==> config.mk <==
export PLATFORM = sky130hd
export DESIGN_NAME = tick_generator_flat
export DESIGN_NICKNAME = d
export VERILOG_FILES = /design/src/rtl/tick_generator_if.sv /design/src/rtl/tick_generator.sv /design/src/flat_wrapper.sv
export SDC_FILE = /design/constraint.sdc
export NUM_CORES = 1
export LEC_CHECK = 0
export CAP_MARGIN = 20
export CORE_MARGIN = 1.5
export CORE_UTILIZATION = 60
export CTS_CLUSTER_SIZE = 10
export DETAILED_ROUTE_END_ITERATION = 7
export GPL_TIMING_DRIVEN = 0
export HOLD_SLACK_MARGIN = 0.08
export PLACE_DENSITY = 0.83
export SLEW_MARGIN = 20
export SYNTH_ARGS = -nofsm -noshare
export SYNTH_HDL_FRONTEND = slang
export SYNTH_SLANG_ARGS = --single-unit
==> constraint.sdc <==
create_clock -name CLK -period 4.6 [get_ports CLK]
set_input_delay 0.92 -clock CLK [delete_from_list [all_inputs] [get_ports CLK]]
set_output_delay 0.92 -clock CLK [all_outputs]
set_load 0.01 [all_outputs]
==> src/rtl/tick_generator_if.sv <==
// Control and strobe bundle of the timebase: run/divisor controls in, clock-enable strobes out.
interface tick_generator_if #(
  parameter int PROG_WIDTH = 16,
  parameter int ROLL_WIDTH = 8
);
  logic                  ENABLE;
  logic [PROG_WIDTH-1:0] PROG_DIV;
  logic                  PROG_LOAD;
  logic                  PIX_TICK;
  logic                  US_TICK;
  logic                  MS_TICK;
  logic                  S_TICK;
  logic                  PROG_TICK;
  logic [ROLL_WIDTH-1:0] ROLL_COUNT;
  logic                  ROLL_WRAP;

  modport master (
    output ENABLE, PROG_DIV, PROG_LOAD,
    input  PIX_TICK, US_TICK, MS_TICK, S_TICK, PROG_TICK, ROLL_COUNT, ROLL_WRAP
  );

  modport slave (
    input  ENABLE, PROG_DIV, PROG_LOAD,
    output PIX_TICK, US_TICK, MS_TICK, S_TICK, PROG_TICK, ROLL_COUNT, ROLL_WRAP
  );
endinterface

==> src/rtl/tick_generator.sv <==
// Single-clock timebase: cascaded pixel/us/ms/s clock-enable strobes, a run-time
// programmable divider channel and a roll counter of seconds with a wrap strobe.
module tick_generator #(
  parameter int DIV_PIX      = 4,
  parameter int DIV_US       = 100,
  parameter int DIV_MS       = 1000,
  parameter int DIV_S        = 1000,
  parameter int PROG_WIDTH   = 16,
  parameter int PROG_DEFAULT = 25,
  parameter int ROLL_WIDTH   = 8
) (
  input  logic CLK,
  input  logic RESET,
  tick_generator_if.slave bus
);
  localparam int PIX_W = $clog2(DIV_PIX);
  localparam int US_W  = $clog2(DIV_US);
  localparam int MS_W  = $clog2(DIV_MS);
  localparam int S_W   = $clog2(DIV_S);

  localparam logic [PIX_W-1:0] PIX_LAST = PIX_W'(DIV_PIX - 1);
  localparam logic [US_W-1:0]  US_LAST  = US_W'(DIV_US - 1);
  localparam logic [MS_W-1:0]  MS_LAST  = MS_W'(DIV_MS - 1);
  localparam logic [S_W-1:0]   S_LAST   = S_W'(DIV_S - 1);

  logic [PIX_W-1:0]      pix_cnt_reg, pix_cnt_next;
  logic [US_W-1:0]       us_cnt_reg, us_cnt_next;
  logic [MS_W-1:0]       ms_cnt_reg, ms_cnt_next;
  logic [S_W-1:0]        s_cnt_reg, s_cnt_next;
  logic [PROG_WIDTH-1:0] prog_div_reg, prog_div_next;
  logic [PROG_WIDTH-1:0] prog_cnt_reg, prog_cnt_next;
  logic [ROLL_WIDTH-1:0] roll_count_reg, roll_count_next;

  logic pix_tick, us_tick, ms_tick, s_tick, prog_tick, roll_wrap;

  // Strobes are pure decodes of the registered state, so they carry no latency.
  always_comb begin
    pix_tick  = bus.ENABLE && (pix_cnt_reg == PIX_LAST);
    us_tick   = bus.ENABLE && (us_cnt_reg == US_LAST);
    ms_tick   = us_tick && (ms_cnt_reg == MS_LAST);
    s_tick    = ms_tick && (s_cnt_reg == S_LAST);
    prog_tick = bus.ENABLE && !bus.PROG_LOAD && (prog_div_reg != '0)
                && (prog_cnt_reg == prog_div_reg - PROG_WIDTH'(1));
    roll_wrap = s_tick && (&roll_count_reg);
  end

  always_comb begin
    pix_cnt_next    = pix_cnt_reg;
    us_cnt_next     = us_cnt_reg;
    ms_cnt_next     = ms_cnt_reg;
    s_cnt_next      = s_cnt_reg;
    prog_div_next   = prog_div_reg;
    prog_cnt_next   = prog_cnt_reg;
    roll_count_next = roll_count_reg;

    if (bus.ENABLE) begin
      pix_cnt_next = pix_tick ? '0 : pix_cnt_reg + PIX_W'(1);
      us_cnt_next  = us_tick ? '0 : us_cnt_reg + US_W'(1);
    end
    if (us_tick) begin
      ms_cnt_next = ms_tick ? '0 : ms_cnt_reg + MS_W'(1);
    end
    if (ms_tick) begin
      s_cnt_next = s_tick ? '0 : s_cnt_reg + S_W'(1);
    end
    if (s_tick) begin
      roll_count_next = roll_count_reg + ROLL_WIDTH'(1);
    end

    // A load acts even while frozen; a zero divisor parks the counter at 0.
    if (bus.PROG_LOAD) begin
      prog_div_next = bus.PROG_DIV;
      prog_cnt_next = '0;
    end else if (bus.ENABLE && (prog_div_reg != '0)) begin
      prog_cnt_next = prog_tick ? '0 : prog_cnt_reg + PROG_WIDTH'(1);
    end
  end

  always_ff @(posedge CLK) begin
    if (RESET) begin
      pix_cnt_reg    <= '0;
      us_cnt_reg     <= '0;
      ms_cnt_reg     <= '0;
      s_cnt_reg      <= '0;
      prog_div_reg   <= PROG_WIDTH'(PROG_DEFAULT);
      prog_cnt_reg   <= '0;
      roll_count_reg <= '0;
    end else begin
      pix_cnt_reg    <= pix_cnt_next;
      us_cnt_reg     <= us_cnt_next;
      ms_cnt_reg     <= ms_cnt_next;
      s_cnt_reg      <= s_cnt_next;
      prog_div_reg   <= prog_div_next;
      prog_cnt_reg   <= prog_cnt_next;
      roll_count_reg <= roll_count_next;
    end
  end

  assign bus.PIX_TICK   = pix_tick;
  assign bus.US_TICK    = us_tick;
  assign bus.MS_TICK    = ms_tick;
  assign bus.S_TICK     = s_tick;
  assign bus.PROG_TICK  = prog_tick;
  assign bus.ROLL_COUNT = roll_count_reg;
  assign bus.ROLL_WRAP  = roll_wrap;
endmodule

==> src/flat_wrapper.sv <==
// flat-port wrapper written by rule: the top's interface ports become plain ports
module tick_generator_flat 
#(
  parameter int DIV_PIX      = 4,
  parameter int DIV_US       = 100,
  parameter int DIV_MS       = 1000,
  parameter int DIV_S        = 1000,
  parameter int PROG_WIDTH   = 16,
  parameter int PROG_DEFAULT = 25,
  parameter int ROLL_WIDTH   = 8
)
  (CLK, RESET, bus_ENABLE, bus_PROG_DIV, bus_PROG_LOAD, bus_PIX_TICK, bus_US_TICK, bus_MS_TICK, bus_S_TICK, bus_PROG_TICK, bus_ROLL_COUNT, bus_ROLL_WRAP);
  tick_generator_if #(.PROG_WIDTH(PROG_WIDTH), .ROLL_WIDTH(ROLL_WIDTH)) bus_i ();
  input  logic CLK;
  input  logic RESET;
  input wire logic [$bits(bus_i.ENABLE)-1:0] bus_ENABLE;
  input wire logic [$bits(bus_i.PROG_DIV)-1:0] bus_PROG_DIV;
  input wire logic [$bits(bus_i.PROG_LOAD)-1:0] bus_PROG_LOAD;
  output wire logic [$bits(bus_i.PIX_TICK)-1:0] bus_PIX_TICK;
  output wire logic [$bits(bus_i.US_TICK)-1:0] bus_US_TICK;
  output wire logic [$bits(bus_i.MS_TICK)-1:0] bus_MS_TICK;
  output wire logic [$bits(bus_i.S_TICK)-1:0] bus_S_TICK;
  output wire logic [$bits(bus_i.PROG_TICK)-1:0] bus_PROG_TICK;
  output wire logic [$bits(bus_i.ROLL_COUNT)-1:0] bus_ROLL_COUNT;
  output wire logic [$bits(bus_i.ROLL_WRAP)-1:0] bus_ROLL_WRAP;
  assign bus_i.ENABLE = bus_ENABLE;
  assign bus_i.PROG_DIV = bus_PROG_DIV;
  assign bus_i.PROG_LOAD = bus_PROG_LOAD;
  assign bus_PIX_TICK = bus_i.PIX_TICK;
  assign bus_US_TICK = bus_i.US_TICK;
  assign bus_MS_TICK = bus_i.MS_TICK;
  assign bus_S_TICK = bus_i.S_TICK;
  assign bus_PROG_TICK = bus_i.PROG_TICK;
  assign bus_ROLL_COUNT = bus_i.ROLL_COUNT;
  assign bus_ROLL_WRAP = bus_i.ROLL_WRAP;
  tick_generator #(.DIV_PIX(DIV_PIX), .DIV_US(DIV_US), .DIV_MS(DIV_MS), .DIV_S(DIV_S), .PROG_WIDTH(PROG_WIDTH), .PROG_DEFAULT(PROG_DEFAULT), .ROLL_WIDTH(ROLL_WIDTH)) u_core (.CLK(CLK), .RESET(RESET), .bus(bus_i));
endmodule
==> results of run 1 <==
## through the flow
step / std cells / hold WS (ns) / power [mW]
after floorplan: 423 / 0.465 / 0.708
after global placement: 529 / 0.481 / 0.739
after detailed placement: 529 / 0.504 / 0.742
after CTS: 545 / 0.516 / 1.28
after global routing: 547 / 0.560 / 1.32
final: 547 / 0.516 / 1.28
## worst max-delay path: stages
cell	delay, ns
clkdlybuf4s50_1	0.45
or3_1	0.38
nor4_1	0.39
o2111ai_1	0.23
a2111oi_4	0.48
buf_6	0.21
clkdlybuf4s50_1	0.54
## cell type report
| type | count | area share [%] |
|---|---|---|
| flip-flops and latches | 69 | 31.8 |
| multi-input cells | 324 | 50.0 |
| inverters | 9 | 0.777 |
| repair buffers | 33 | 7.49 |
| plain buffers | 21 | 2.59 |
| clock buffers | 10 | 3.17 |
| clock inverters | 6 | 1.99 |
| well taps | 75 | 2.16 |
## metal layers
metal	vias to the layer above	share of wire, %	GRT usage [%]
met5	-	0	0
li1	1592	-	-
met2	59	50	45.3
met1	1502	44	29.1
met3	22	3.8	4.89
met4	0	2.7	13.3
## power breakdown
group / total [mW] / switching, mW / leakage [nW] / internal, mW
clock network: 0.553 / 0.234 / 0.112 / 0.319
logic: 0.107 / 0.0550 / 0.912 / 0.0519
registers: 0.623 / 0.0140 / 0.560 / 0.609
total: 1.28 / 0.303 / 1.58 / 0.980
## worst max path at each step
stage	from	slack [ns]	endpoint
5_1_grt	bus_PROG_LOAD	-0.01	bus_PROG_TICK
4_1_cts	bus_PROG_LOAD	0.11	bus_PROG_TICK
6_report	bus_PROG_LOAD	0.06	bus_PROG_TICK
3_5_place_dp	bus_PROG_LOAD	-0.02	bus_PROG_TICK
3_3_place_gp	bus_PROG_LOAD	0.02	bus_PROG_TICK
2_1_floorplan	bus_PROG_LOAD	1.22	bus_PROG_TICK
## what timing repair did
action                                 CTS  global route
resized for setup                        1             0
endpoints found under the hold margin    0             0
setup endpoints to repair                1             1
setup buffers                            0             2
pin swaps                                1             1
## cell families (layout without fill, tap and decap cells)
family                     Yosys count  count (layout)  synth area share (%)
AOI/OAI and AO/OA                   32              32                  6.50
xor gates and xnor gates            59              59                  14.0
adders and majority gates            8               8                  2.71
buffers and inverters               30              79                  3.96
DFF                                 69              69                  37.4
muxes                               19              19                  5.14
and+or+nand+nor                    206             206                  30.4
## synthesized netlist by cell type (all sizes together) (3+ instances only)
| master | number |
|---|---|
| a21oi | 10 |
| and3 | 7 |
| mux2i | 19 |
| ha | 8 |
| and2 | 6 |
| nor3 | 37 |
| o21ai | 3 |
| or4 | 3 |
| nor4 | 10 |
| xnor2 | 30 |
| o22ai | 3 |
| inv | 9 |
| o2111ai | 3 |
| nand3 | 13 |
| or2 | 3 |
| and4 | 6 |
| nand2b | 3 |
| xor2 | 29 |
| buf | 7 |
| nand2 | 23 |
| clkbuf | 13 |
| or3 | 4 |
| nand4 | 20 |
| nor2 | 57 |
| dfxtp | 69 |
==> results by group, run 1 <==
Hold path
  • WHS Path Cells: 2
  • Worst Hold Class: reg -> reg
  • Hold_sp: u_core.bus.ROLL_COUNT[7]$_SDFFE_PP0P_
  • Worst hold endpoint: u_core.bus.ROLL_COUNT[7]$_SDFFE_PP0P_

Die
  • Die H: a little over 80 um
  • Core ar.: approximately 0.0059 sq mm
  • Die ar.: between 0.006 and 0.007 sq mm
  • Starting Density: a little over three fifths
  • Die W: slightly above 80 um
  • # IOs: 34
  • FP Rows: 28

CTS
  • CTS tree: yes
  • Worst-Skew Late Latency: roughly 0.35 ns
  • Root buffer cell: clkbuf_8
  • CTS sink count: 69
  • Bufs on Longest Clock Path: 2
  • H-tree depth: 3
  • Reg clk slew, reported paths: 0.08 ns
  • CTS Hold Buffers Added: 0
  • TritonCTS buffer count: 9

Timing
  • Final Hold Fails: 0
  • Clk_skew: 0.00675 ns
  • Setup_tns: 0 ns
  • Tightest Pin Transition: around 0.90 ns
  • Fmax: around 0.22 GHz
  • Final WS setup: between 0.06 and 0.07 ns
  • Max_slew headroom: 39.2%
  • Final setup viols: 0
  • Clock period minus final worst setup slack: 4.54 ns
  • Max-slew violations: 0
  • Fin crit share: between 90% and 100%

Placed design
  • Routability cong.: between 0.8 and 0.9
  • I/O Buffers: 31
  • Worst slack at placement: -0.0203 ns
  • Dpl hpwl: around 5700 um
  • Post-DP Area: 0.00410 sq mm

Layout
  • Fin util: about 73%
  • Share of cells above drive strength 1: roughly 8.9%
  • Final instance area: 0.00435 sq mm
  • Fill count: about 440
  • Fin nets: between 400 and 500
  • Commonest non-fill, non-tap cell in the layout: dfxtp_1
  • Register area: between 0.001 and 0.0015 sq mm
  • Antenna Cells: 0
  • Area growth, synth to finish: 17.5%
  • Commonest cells after routing, fill and taps aside: dfxtp_1, nor2_1, nor3_1
  • Multi-input logic area: approximately 0.0022 sq mm

GRT
  • GRT Util Overall: between 20% and 30%
  • Grt ovf: 0
  • Largest net degree at the start of global routing: 13
  • Vias in the first global route: slightly above 3000
  • First-pass GRT wire length: 13100 um
  • Initial antenna violation count: 0

Drt
  • DRC: 0
  • Total number of vias: 3175
  • Post-DRT Antenna Nets: 0
  • Wire per inst: roughly 14 um
  • Initial DRT Pass Iterations: 7
  • First DRT Iteration DRCs: around 130
  • WL final: ~7900 um
  • Routed vias/inst: 5.80

Critical path
  • Critical path class: in -> out
  • Element type at the critical path end: primary output
  • Reg2reg start: u_core.us_cnt_reg[0]$_SDFFE_PP0P_
  • Reg2reg end: u_core.s_cnt_reg[0]$_SDFFE_PP0P_
  • CP Launch Type: primary input
  • Critical path fanouts, max: 10
  • R2R cell count: 8
  • CP required: between 3 and 4 ns
  • R2R setup slack: 1.81 ns
  • Arr. time, crit path: around 3.6 ns

Synthesis
  • Top post-synthesis cells by area: dfxtp_1, xnor2_1, xor2_1
  • Mean area per synthesized cell: roughly 8.7 sq um
  • Synth async-reset ratio: 0%
  • Largest area contributor in the netlist: dfxtp_1
  • Share of the synthesized area in the top cell type: about 37%
  • Syn_nets: 451
  • Post-synth EDFFs: 0
  • Sequential fraction of the synthesis area: between 30% and 40%
  • Gate Count Post-Synth: between 400 and 500
  • Main synth FF type: dfxtp_1
  • Yosys reg bits: 69
  • Post-Syn Area: 0.00370 sq mm
  • Yosys warning total: 0
  • Yosys cell types: 55

Run status
  • Status: finished clean

Power and ir drop
  • Leakage: roughly 1.6 nW
  • Worst VDD drop: 0.285 mV
  • PD cells: approximately 300 mW/mm^2

Job
  • Maximum capacitance violations: 0
Note: power is estimated with default switching activity, not from simulation.
==> inputs of run 2 (changes only) <==
--- a/config.mk
+++ b/config.mk
@@ -12,7 +12,9 @@
 export DETAILED_ROUTE_END_ITERATION = 7
 export GPL_TIMING_DRIVEN = 0
 export HOLD_SLACK_MARGIN = 0.08
+export MAX_ROUTING_LAYER = met4
 export PLACE_DENSITY = 0.83
+export REMOVE_ABC_BUFFERS = 1
 export SLEW_MARGIN = 20
 export SYNTH_ARGS = -nofsm -noshare
 export SYNTH_HDL_FRONTEND = slang
==> results by group, run 2 (synthesis results as in run 1) <==
Drt
  • DRC: 0 (unchanged)
  • Routed vias/inst: 5.86 (was 5.80)
  • Total number of vias: 3098 (was 3175)
  • First DRT Iteration DRCs: 123 (was 127)
  • Wire per inst: 14.8 um (was 14.4 um)
  • WL final: 7800 um (was 7880 um)
  • Post-DRT Antenna Nets: 0 (unchanged)
  • Initial DRT Pass Iterations: 4 (was 7)

Critical path
  • Reg2reg start: u_core.prog_div_reg[0]$_SDFFE_PP1P_ (was u_core.us_cnt_reg[0]$_SDFFE_PP0P_)
  • Element type at the critical path end: primary output (unchanged)
  • Crit path from: bus_PROG_LOAD (unchanged)
  • Critical path fanouts, max: 20 (was 10)
  • R2R cell count: 9 (was 8)
  • Critical path's slowest cell: clkdlybuf4s50_1 (unchanged)
  • CP required: 3.68 ns (about the same)
  • Reg2reg end: u_core.prog_cnt_reg[3]$_SDFFE_PP0P_ (was u_core.s_cnt_reg[0]$_SDFFE_PP0P_)
  • Arr. time, crit path: 3.52 ns (was 3.62 ns)
  • Worst path cell trace: dlygate4sd2_1 > or3_1 > nor4_1 > o2111ai_1 > a2111oi_4 > clkdlybuf4s50_1 (was clkdlybuf4s50_1 > or3_1 > nor4_1 > o2111ai_1 > a2111oi_4 > buf_6 > clkdlybuf4s50_1)
  • Worst path top cell family by delay: buffers and inverters (unchanged)
  • CP bufs+invs: 2 (was 3)
  • R2R setup slack: 1.67 ns (was 1.81 ns)
  • Critical path's largest stage delay: 0.60 ns (was 0.54 ns)
  • CP Launch Type: primary input (unchanged)
  • Critical path class: in -> out (unchanged)

Layout
  • Commonest cells after routing, fill and taps aside: dfxtp_1, nor2_1, nor3_1 (unchanged)
  • Fin util: 71.6% (was 73.4%)
  • Antenna Cells: 0 (unchanged)
  • Commonest non-fill, non-tap cell in the layout: dfxtp_1 (unchanged)
  • Register area: 0.00138 sq mm (unchanged)
  • Share of cells above drive strength 1: 7.49% (was 8.90%)
  • Fill count: 463 (was 436)
  • Final instance area: 0.00424 sq mm (was 0.00435 sq mm)
  • Fin nets: 478 (was 495)
  • Area growth, synth to finish: 14.6% (was 17.5%)
  • Finished Layout Cells: 529 (was 547)
  • Multi-input logic area: 0.00218 sq mm (was 0.00217 sq mm)

Placed design
  • I/O Buffers: 33 (was 31)
  • Post-DP Area: 0.00404 sq mm (was 0.00410 sq mm)
  • Placed cells: 512 (was 529)
  • Worst slack at placement: -1.02 ns (was -0.0203 ns)
  • Routability cong.: 0.871 (was 0.856)
  • Dpl hpwl: 5460 um (was 5680 um)

Timing
  • Tightest Pin Transition: 1.08 ns (was 0.904 ns)
  • Clock period minus final worst setup slack: 4.44 ns (was 4.54 ns)
  • RSZ-0062 raised after global routing: false
  • Final WS setup: 0.160 ns (was 0.0612 ns)
  • Final Hold Slack: 0.518 ns (was 0.516 ns)
  • Final setup viols: 0 (unchanged)
  • Max_slew headroom: 28.3% (was 39.2%)
  • Fin crit share: 96.5% (was 98.7%)
  • Max-slew violations: 0 (unchanged)
  • Final Hold Fails: 0 (unchanged)
  • Clk_skew: 0.00848 ns (was 0.00675 ns)
  • Fmax: 0.225 GHz (was 0.220 GHz)

CTS
  • Worst-Skew Late Latency: 0.34 ns (was 0.35 ns)
  • TritonCTS buffer count: 9 (unchanged)
  • Root buffer cell: clkbuf_8 (unchanged)
  • H-tree depth: 3 (unchanged)
  • Reg clk slew, reported paths: 0.06 ns (was 0.08 ns)
  • CTS tree: yes (unchanged)
  • CTS sink count: 69 (unchanged)
  • Bufs on Longest Clock Path: 2 (unchanged)

Die
  • Die W: 81.5 um (unchanged)
  • Starting Density: 62.4% (unchanged)
  • Die H: 81.5 um (unchanged)
  • Core ar.: 0.00592 sq mm (unchanged)
  • FP Rows: 28 (unchanged)
  • # IOs: 34 (unchanged)
  • Die ar.: 0.00664 sq mm (unchanged)

GRT
  • Initial antenna violation count: 0 (unchanged)
  • First-pass GRT wire length: 12800 um (was 13100 um)
  • Largest net degree at the start of global routing: 25 (was 13)
  • Grt ovf: 0 (unchanged)
  • GRT Util Overall: 25.7% (was 25.6%)
  • Vias in the first global route: 2904 (was 3041)

Power and ir drop
  • Leakage: 1.53 nW (was 1.58 nW)
  • Worst VDD drop: 0.217 mV (was 0.285 mV)
  • PD cells: 280 mW/mm^2 (was 295 mW/mm^2)

Hold path
  • Worst Hold Class: reg -> reg (unchanged)
  • WHS Path Cells: 2 (unchanged)
  • Worst hold endpoint: u_core.s_cnt_reg[8]$_SDFFE_PP0P_ (was u_core.bus.ROLL_COUNT[7]$_SDFFE_PP0P_)
  • Hold_sp: u_core.s_cnt_reg[8]$_SDFFE_PP0P_ (was u_core.bus.ROLL_COUNT[7]$_SDFFE_PP0P_)

Run status
  • Status: finished clean (unchanged)

Job
  • Maximum capacitance violations: 0 (unchanged)
[run 2: final cells by class]
cell class	instances	share of cell area (%)
clock buffer	13	3.28
clock inverter	2	0.827
inverter	9	0.797
multi-input combinational	324	51.5
sequential	69	32.6
tap	75	2.21
timing repair buffer	37	8.77
[run 2: worst register-to-register path, stage by stage, from the launching register on]
cell and delay, ns:
dfxtp_1 0.34, inv_1 0.11, ha_1 0.21, nor3b_1 0.72
a21oi_1 0.16, nor4_1 0.38, o2111ai_1 0.24, a2111oi_4 0.30
buf_4 0.27, nor3_1 0.08
[run 2: routing by layer]
metal | share of wire [%] | global-route usage (%)
met3 | 3.8 | 7.00
met5 | 0 | -
met2 | 50 | 44.3
met4 | 1.7 | 8.28
met1 | 45 | 28.9
[run 2: what timing repair did]
item                       CTS  global route
hold buffers                 0             0
buffers inserted             2             0
setup endpoints to repair    2             0
gates resized for setup      2             0
[run 2: worst max-delay path by stage]
stage / endpoint / cells after the start
2_1_floorplan: bus_PROG_TICK / 4
3_3_place_gp: bus_PROG_TICK / 6
3_5_place_dp: bus_PROG_TICK / 6
4_1_cts: bus_PROG_TICK / 6
5_1_grt: bus_PROG_TICK / 6
6_report: bus_PROG_TICK / 6
[run 2: metrics by stage]
step / TNS [ns] / total power, mW
floorplan: 0 / 0.696
global placement: -1.25 / 0.735
detailed placement: -1.05 / 0.742
CTS: 0 / 1.20
global route: 0 / 1.23
finish: 0 / 1.19
[run 2: power by group]
group          switching (mW)  leakage (nW)  internal, mW
logic                  0.0512         0.884        0.0512
registers              0.0180         0.560         0.609
clock network           0.208        0.0875         0.248
total                   0.277          1.53         0.908
==> inputs of run 3 (changes only) <==
--- a/config.mk
+++ b/config.mk
@@ -12,7 +12,6 @@
 export DETAILED_ROUTE_END_ITERATION = 7
 export GPL_TIMING_DRIVEN = 0
 export HOLD_SLACK_MARGIN = 0.08
-export MAX_ROUTING_LAYER = met4
 export PLACE_DENSITY = 0.83
 export REMOVE_ABC_BUFFERS = 1
 export SLEW_MARGIN = 20
==> results by group, run 3 (synthesis results as in run 1) <==
Run status
  • Status: finished clean (unchanged)

Drt
  • Post-DRT Antenna Nets: 0 (unchanged)
  • First DRT Iteration DRCs: 148 (was 123)
  • Initial DRT Pass Iterations: 5 (was 4)
  • Total number of vias: 3136 (was 3098)
  • Wire per inst: 15.2 um (was 14.8 um)
  • WL final: 8090 um (was 7800 um)
  • Routed vias/inst: 5.88 (was 5.86)
  • DRC: 0 (unchanged)

GRT
  • GRT Util Overall: 25.9% (was 25.7%)
  • Largest net degree at the start of global routing: 30 (was 25)
  • Initial antenna violation count: 0 (unchanged)
  • Grt ovf: 0 (unchanged)
  • Vias in the first global route: 2939 (was 2904)
  • First-pass GRT wire length: 13200 um (was 12800 um)

Die
  • Die ar.: 0.00664 sq mm (unchanged)
  • Die H: 81.5 um (unchanged)
  • FP Rows: 28 (unchanged)
  • # IOs: 34 (unchanged)
  • Core ar.: 0.00592 sq mm (unchanged)
  • Die W: 81.5 um (unchanged)
  • Starting Density: 62.4% (unchanged)

Power and ir drop
  • NetSw: 296 uW (was 277 uW)
  • Leakage: 1.58 nW (was 1.53 nW)
  • Switching share of power: 22.9% (was 23.4%)
  • Total power: 1.29 mW (was 1.19 mW)
  • Cell Int Power: 994 uW (was 908 uW)
  • Combinational cell fraction of total power: 8.1% (was 8.6%)
  • Sequential fraction of design power: 48.6% (was 52.9%)
  • Clock Power Share: 43.3% (was 38.4%)
  • Worst VDD drop: 0.219 mV (was 0.217 mV)
  • PD cells: 298 mW/mm^2 (was 280 mW/mm^2)

Timing
  • Fin crit share: 96.5% (about the same)
  • Clk_skew: 0.00583 ns (was 0.00848 ns)
  • Final setup viols: 0 (unchanged)
  • Max-slew violations: 0 (unchanged)
  • Clock period minus final worst setup slack: 4.44 ns (about the same)
  • Max_slew headroom: 47.5% (was 28.3%)
  • Fmax: 0.225 GHz (about the same)
  • RSZ-0062 raised after global routing: false (unchanged)
  • Final WS setup: 0.163 ns (was 0.160 ns)
  • Tightest Pin Transition: 0.780 ns (was 1.08 ns)
  • Final Hold Fails: 0 (unchanged)

Hold path
  • Worst Hold Class: reg -> reg (unchanged)

Critical path
  • Element type at the critical path end: primary output (unchanged)
  • Critical path fanouts, max: 8 (was 20)
  • Critical path class: in -> out (unchanged)
  • Arr. time, crit path: 3.52 ns (about the same)
  • CP Launch Type: primary input (unchanged)
  • CP required: 3.68 ns (about the same)

CTS
  • CTS Hold Buffers Added: 0 (unchanged)
  • Worst-Skew Late Latency: 0.34 ns (about the same)
  • H-tree depth: 3 (unchanged)
  • Root buffer cell: clkbuf_8 (unchanged)
  • Bufs on Longest Clock Path: 2 (unchanged)
  • TritonCTS buffer count: 9 (unchanged)
  • CTS sink count: 69 (unchanged)
  • Reg clk slew, reported paths: 0.07 ns (was 0.06 ns)
  • CTS tree: yes (unchanged)

Layout
  • Finished Layout Cells: 533 (was 529)
  • Commonest non-fill, non-tap cell in the layout: dfxtp_1 (unchanged)
  • Fill count: 439 (was 463)
  • Final instance area: 0.00432 sq mm (was 0.00424 sq mm)
  • Area growth, synth to finish: 17.0% (was 14.6%)
  • Share of cells above drive strength 1: 9.39% (was 7.49%)
  • Commonest cells after routing, fill and taps aside: dfxtp_1, nor2_1, nor3_1 (unchanged)
  • Antenna Cells: 0 (unchanged)
  • Fin nets: 481 (was 478)

Placed design
  • Worst slack at placement: -1.01 ns (was -1.02 ns)
  • Placed cells: 512 (unchanged)
  • Routability cong.: 0.898 (was 0.871)
  • Post-DP Area: 0.00404 sq mm (unchanged)
  • Dpl hpwl: 5410 um (was 5460 um)
  • I/O Buffers: 33 (unchanged)

Job
  • Maximum capacitance violations: 0 (unchanged)
-- run 3: metrics by stage --
step	hold WS, ns	TNS (ns)	utilization (%)
floorplan	0.465	0	-
global placement	0.479	-1.24	67.7
detailed placement	0.494	-1.01	68.3
CTS	0.514	0	72.3
global route	0.556	0	73.0
finish	0.507	0	73.0
-- run 3: area by class of cell --
type | instances | area (sq um) | area share (%)
Tap cell | 75 | 93.8 | 2.17
Clock buffer | 12 | 155 | 3.59
Sequential cell | 69 | 1380 | 31.9
Multi-Input combinational cell | 324 | 2200 | 50.9
Clock inverter | 4 | 70.1 | 1.62
Inverter | 9 | 33.8 | 0.781
Timing Repair Buffer | 40 | 390 | 9.03
-- run 3: final timing paths --
path                                       startpoint                                   to  slack (ns)  depth (start not counted)
setup / recovery                           bus_ENABLE                        bus_ROLL_WRAP        0.16                          7
hold / removal     u_core.pix_cnt_reg[1]$_SDFFE_PP0P_   u_core.pix_cnt_reg[1]$_SDFFE_PP0P_        0.51                          2
setup reg to reg  u_core.prog_div_reg[0]$_SDFFE_PP1P_  u_core.prog_cnt_reg[3]$_SDFFE_PP0P_        1.64                          9
hold reg to reg    u_core.pix_cnt_reg[1]$_SDFFE_PP0P_   u_core.pix_cnt_reg[1]$_SDFFE_PP0P_        0.51                          2
-- run 3: power groups by stage --
stage | Clock (mW) | Sequential, mW | Combinational, mW
floorplan | 0 | 0.635 | 0.0609
global placement | 0 | 0.639 | 0.0962
detailed placement | 0 | 0.640 | 0.101
CTS | 0.567 | 0.626 | 0.102
global route | 0.598 | 0.628 | 0.114
finish | 0.559 | 0.627 | 0.104
-- run 3: worst max-delay path, stage by stage --
cell and delay (ns):
clkdlybuf4s50_1 0.65, nand4_1 0.21, nand4bb_2 0.37, nor4_4 0.45
nand4_1 0.23, nor2_1 0.15, clkdlybuf4s50_1 0.54
-- run 3: repair_timing --
item | CTS | global route
pin swaps | 1 | 1
resized for setup | 2 | 4
endpoints found under the setup margin | 1 | 2
setup buffers | 1 | 4
-- run 3: layer usage --
layer	global-route usage, %	vias up	routed length [um]
li1	-	1567	-
met1	30.7	1461	3550
met2	44.6	90	3980
met3	5.11	18	362
met4	12.4	0	206
met5	0	-	0
